<file path="src/rtl/_shift_register_seq_pkg.sv">
// Shared encodings and parameter helpers for the sequenced shift register.
package _shift_register_seq_pkg;

    typedef enum logic [2:0] {
        OP_LSL = 3'b000,
        OP_LSR = 3'b001,
        OP_ASR = 3'b010,
        OP_ROL = 3'b011,
        OP_ROR = 3'b100,
        OP_SIL = 3'b101,
        OP_SIR = 3'b110,
        OP_NOP = 3'b111
    } op_e;

    typedef enum logic [1:0] {
        S_IDLE  = 2'd0,
        S_SHIFT = 2'd1,
        S_DONE  = 2'd2
    } state_e;

    // One extra bit so an amount of exactly WIDTH (or more) is expressible.
    function automatic int aw_of(input int width);
        return $clog2(width) + 1;
    endfunction

endpackage

</file>
<file path="src/rtl/_shift_register_seq_shift1.sv">
// Combinational single-step shifter: one 1-bit move of q plus the bit that leaves it.
module _shift1
    import _shift_register_seq_pkg::*;
#(
    parameter int WIDTH = 32
) (
    input  logic [WIDTH-1:0] q,
    input  op_e              op,
    input  logic             serial_in,
    output logic [WIDTH-1:0] q_nxt,
    output logic             bit_out
);

    always_comb begin
        q_nxt   = q;
        bit_out = 1'b0;
        unique case (op)
            OP_LSL: begin q_nxt = {q[WIDTH-2:0], 1'b0};       bit_out = q[WIDTH-1]; end
            OP_LSR: begin q_nxt = {1'b0, q[WIDTH-1:1]};       bit_out = q[0];       end
            OP_ASR: begin q_nxt = {q[WIDTH-1], q[WIDTH-1:1]}; bit_out = q[0];       end
            OP_ROL: begin q_nxt = {q[WIDTH-2:0], q[WIDTH-1]}; bit_out = q[WIDTH-1]; end
            OP_ROR: begin q_nxt = {q[0], q[WIDTH-1:1]};       bit_out = q[0];       end
            OP_SIL: begin q_nxt = {q[WIDTH-2:0], serial_in};  bit_out = q[WIDTH-1]; end
            OP_SIR: begin q_nxt = {serial_in, q[WIDTH-1:1]};  bit_out = q[0];       end
            OP_NOP: begin q_nxt = q;                          bit_out = 1'b0;       end
            default: begin q_nxt = q;                         bit_out = 1'b0;       end
        endcase
    end

endmodule

</file>
<file path="src/rtl/_shift_register_seq.sv">
// Parallel-load register with a start/busy/done sequenced shift engine (one bit per clock).
module _shift_register_seq
    import _shift_register_seq_pkg::*;
#(
    parameter int WIDTH = 32,
    parameter int AW    = aw_of(WIDTH)
) (
    input  logic             clk,
    input  logic             reset_n,
    input  logic             load,
    input  logic [WIDTH-1:0] d,
    input  logic             start,
    input  logic [2:0]       op,
    input  logic [AW-1:0]    amount,
    input  logic             serial_in,
    output logic [WIDTH-1:0] q,
    output logic             busy,
    output logic             done,
    output logic             serial_out
);

    state_e           state, state_nxt;
    op_e              op_r;
    logic [AW-1:0]    cnt;
    logic [WIDTH-1:0] q_step;
    logic             bit_step;

    _shift1 #(.WIDTH(WIDTH)) u_shift1 (
        .q         (q),
        .op        (op_r),
        .serial_in (serial_in),
        .q_nxt     (q_step),
        .bit_out   (bit_step)
    );

    always_ff @(posedge clk or negedge reset_n) begin
        if (!reset_n) state <= S_IDLE;
        else          state <= state_nxt;
    end

    always_comb begin
        state_nxt = state;
        unique case (state)
            S_IDLE:  if (!load && start) state_nxt = (amount == '0) ? S_DONE : S_SHIFT;
            S_SHIFT: if (cnt == AW'(1))  state_nxt = S_DONE;
            S_DONE:  state_nxt = S_IDLE;
            default: state_nxt = S_IDLE;
        endcase
    end

    // Datapath: load wins over start in IDLE; steps only run in SHIFT.
    always_ff @(posedge clk or negedge reset_n) begin
        if (!reset_n) begin
            q          <= '0;
            serial_out <= 1'b0;
            cnt        <= '0;
            op_r       <= OP_LSL;
        end else begin
            unique case (state)
                S_IDLE: begin
                    if (load) begin
                        q <= d;
                    end else if (start) begin
                        op_r <= op_e'(op);
                        cnt  <= amount;
                    end
                end
                S_SHIFT: begin
                    q   <= q_step;
                    cnt <= cnt - AW'(1);
                    if (op_r != OP_NOP) serial_out <= bit_step;
                end
                default: ;
            endcase
        end
    end

    assign busy = (state == S_SHIFT);
    assign done = (state == S_DONE);

endmodule

</file>
<file path="config.mk">
export PLATFORM = sky130hd
export DESIGN_NAME = _shift_register_seq
export DESIGN_NICKNAME = d
export VERILOG_FILES = /design/src/rtl/_shift_register_seq_pkg.sv /design/src/rtl/_shift_register_seq_shift1.sv /design/src/rtl/_shift_register_seq.sv
export SDC_FILE = /design/constraint.sdc
export NUM_CORES = 1
export LEC_CHECK = 0
export ABC_AREA = 1
export BUFFER_PORTS_ARGS = -buffer_cell sky130_fd_sc_hd__buf_4
export CORE_MARGIN = 2
export CORE_UTILIZATION = 30
export CTS_CLUSTER_SIZE = 16
export DETAILED_ROUTE_END_ITERATION = 12
export SYNTH_ARGS = -nofsm -noshare
export SYNTH_HDL_FRONTEND = slang
export SYNTH_SLANG_ARGS = --single-unit
</file>
<file path="constraint.sdc">
create_clock -name clk -period 3.59 [get_ports clk]
set_input_delay 1.077 -clock clk [delete_from_list [all_inputs] [get_ports clk]]
set_output_delay 1.077 -clock clk [all_outputs]
set_load 0.05 [all_outputs]
</file>
* Word-level counts from Yosys, hierarchy flattened *
Cells that the tools add are included.
W data, S select, Z words.

operators by class
  $add $sub $neg = 1
  equal/unequal tests = 18
  multiplexer cells = 11
  bitwise logic cells = 1
  reductions and logical operators = 14

operator list
  kind                   count
  $pmux W32 S7           1
  $pmux W32 S2           1
  $mux W32               1
  $eq A3 B3 Y1 const B   4
  $mux W6                2
  $ne A2 B2 Y1 const B   6
  $pmux W6 S2            1
  $reduce_and A3 Y1      3
  $eq A3 B2 Y1 const B   2
  $eq A6 B1 Y1 const B   1
  $logic_not A6 Y1       1
  $mux W2                3
  $sub A6 B1 Y6 const B  1
  $pmux W2 S2            1
  $reduce_and A2 Y1      2
  $reduce_and A4 Y1      1
  $reduce_or A4 Y1       1
  $eq A3 B1 Y1 const B   1
  $logic_not A3 Y1       1
  $ne A3 B3 Y1 const B   1
  $pmux W1 S3            1
  $reduce_or A3 Y1       1
  $eq A2 B1 Y1 const B   1
  $eq A2 B2 Y1 const B   1
  other kinds (6)        6

word-level totals
  flip-flop bits (word level) = 44
  input port bits = 46
  word-level logic and storage cells = 51

* Depth between registers and ports, before layout *
  word-level depth = 4
  mapped depth = 9

* Modules after synthesis *
Synthesis repeated with hierarchy kept, for this count alone.

second synthesis, totals
  cells, all modules = 435
  area, all modules = 2921.6 µm²

modules (own cells, without submodules)
  module               instances  cells an instance  area an instance (µm²)  seq. area each (µm²)
  _shift_register_seq  1          275                2189.6                  1101.1
  _shift1              1          160                732.0                   0.0

* Worst setup path before layout *
No wires, ideal clock.

  kind = reg-to-output
  from = register state[1]
  to = output done
  data arrival time = 1.090 ns
  data required time = 2.513 ns
  slack = 1.423 ns
  cell stages (with the launch flop) = 3
  buffers on the path = 0
  cells stage by stage = dfrtp_1 > inv_1 > nor2_1

between the ends
  longest elaborated chain between the ends = 1

RTL lines
  item                      line                       text
  start: declaration        _shift_register_seq.sv:22  state_e state, state_nxt;
  start signal: assignment  _shift_register_seq.sv:38  else state <= state_nxt;
  $eq A2 B2 Y1              _shift_register_seq.sv:79  assign done = (state == S_DONE);
  end: declaration          _shift_register_seq.sv:18  output logic done,

Every way passes these cells.

* Worst setup path after layout *
  from = register state[0]
  to = output busy

between the ends
  longest elaborated chain between the ends = 1

RTL lines
  item              line                       text
  $eq A2 B1 Y1      _shift_register_seq.sv:78  assign busy = (state == S_SHIFT);
  end: declaration  _shift_register_seq.sv:17  output logic busy,

Every way passes these cells.

==> out/qor.yml <==
drt-total-wl_mm: 7.90
area_growth_pct: 26.2
crit_required_ps: 2510
syn-mean-instance-area_um2: 6.65
yosysWarnings: 0
synth-main-ff-cell: "dfrtp_1"
grt_antenna_before_repair: 0
dp.cells: 587
drv_slew: 0
ys_types: 23
drc: 0
die_w_um: 100
synth_edf_count: 0
instances_no_fill: 595
cts.sinks: 44
wl_per_cell_um: 13.3
setup_tns_ps: 0
num-nets-final: 531
synthArstFlopShare: 1.00
max_cap_viol_count: 0
worstMarginPinSlew_ps: 939
grt_max_degree: 62
grt_overflow: 0
met2_length_mm: 3.89
io_pins: 81
ctsResizeCount: 0
clockBufferDepth: 2
htreeDepth: 2
status: "complete, no violations"
final_util: 0.383
vias_per_cell: 4.96
dr.pass1.iters: 4
synth_area_mm2: 0.00277
period_share: 0.696
grt_setup_unrepaired: "no"
clkLatencyLatePin_ps: 290
critPathKind: "flop to output port"
synth_seq_cells: 44
hpwl_mm: 5.36
netlist_instances: 416
min_period_ps: 2500
hold_ws_ps: 507
synth_nets: 464
routabilityCongestion: 0.772
vias: 2952
top_layer: "met4"
crit_fanout: 17
cts_inserted_buffers: 5
relSlewSlack: 0.373
grt_usage: 0.159
cts_hold_buf: 0
finalHoldViolations: 0
dieArea_mm2: 0.0100
max_clock_freq_ghz: 0.400
drive_gt1_frac: 0.207
initial_utilization: 0.304
synth-seq-area-share: 0.398
insertedDiodeCount: 0
ant_nets: 0
port_buffers: 80
clk_pin_slew_worst_paths_ps: 90
first_global_vias: 2832
cts_root_buf: "clkbuf_8"
num_rows: 35
routed-wl-met3_um: 318
setup_viol: 0
core-area_mm2: 0.00911
post-cts-setup-buffers: 0
met1_length_mm: 3.59
cp-start-kind: "flop"
drt_iter0_markers: 167
hold_class: "flop to flop"
die_height_um: 100
grt_pass1_wl_mm: 13.1
rrSetupSlack_ps: 1360
arrival_ps: 1420
end_kind: "output port"
cts_tree: "yes"
skew_ps: 6.95
-- placed cells by master (no fill, tap or decap), drive strengths merged --
master | Yosys | final
buf | 19 | 85
nand2 | 148 | 148
a21oi | 9 | 9
xor2 | 1 | 1
nand3 | 38 | 38
o211ai | 2 | 2
clkbuf | 6 | 8
inv | 20 | 20
or2 | 1 | 1
ha | 2 | 2
nor2 | 77 | 77
dfrtp | 44 | 44
o21ai | 14 | 14
and3 | 1 | 1
nand4 | 33 | 33
nor3b | 1 | 1
-- flip-flops by register name, indices dropped and copies added, names as in the netlist --
| signal | count |
|---|---|
| q | 32 |
| op_r | 3 |
| state | 2 |
| serial_out | 1 |
| cnt | 6 |
-- worst paths after layout --
check                      startpoint         end  cells past startpoint
setup / recovery             state[0]        busy                      3
hold / removal             serial_out  serial_out                      2
setup reg to reg             state[0]       q[21]                      9
hold reg to reg            serial_out  serial_out                      2
max in group asynchronous     reset_n       q[23]                      1
min in group asynchronous     reset_n    state[0]                      1
-- logic make-up after synthesis --
logic type      Yosys count  synth area share
simple gates            299             0.463
buf+inv                  45            0.0792
flops                    44             0.398
compound gates           25            0.0471
fa+ha+maj                 2           0.00905
xor+xnor                  1           0.00317
-- cell usage after synthesis (3+ instances only) --
cell | number | area share
dfrtp_1 | 44 | 0.40
clkbuf_1 | 6 | 0.0081
buf_2 | 13 | 0.024
nand2_1 | 147 | 0.20
inv_2 | 4 | 0.0054
buf_6 | 3 | 0.012
nand3_1 | 36 | 0.065
o21ai_0 | 11 | 0.020
nand4_1 | 33 | 0.075
buf_4 | 3 | 0.0081
inv_1 | 16 | 0.022
o21ai_1 | 3 | 0.0054
nor2_1 | 76 | 0.10
a21oi_1 | 9 | 0.016
-- worst max-delay path, cell delays in order (launching register included) --
cell and delay (ps):
dfrtp_1 440, inv_2 60, nor2_4 330, buf_4 280
-- layout make-up --
type | instances | area, µm²
fillers | 1006 | 5620
flip-flops and latches | 44 | 1100
clock buffers | 8 | 90.1
inverters | 20 | 75.1
repair buffers | 85 | 638
well taps | 111 | 139
multi-input cells | 327 | 1450
-- metal layers --
layer,up-vias,GRT usage
li1,1478,-
met1,1390,0.205
met2,76,0.277
met3,8,0.0272
met4,0,0.0443
met5,-,0
-- stage by stage --
| stage | setup slack, ps | area, µm² |
|---|---|---|
| 4_1_cts | 1070 | 3490 |
| 2_1_floorplan | 1420 | 2770 |
| 3_5_place_dp | 1120 | 3400 |
| 3_3_place_gp | 1190 | 3400 |
| 5_1_grt | 987 | 3490 |
| 6_report | 1090 | 3490 |
Power is left out: the tool's default activity adds up to more than one toggle a clock period on the data nets, which glitch-free logic cannot reach.
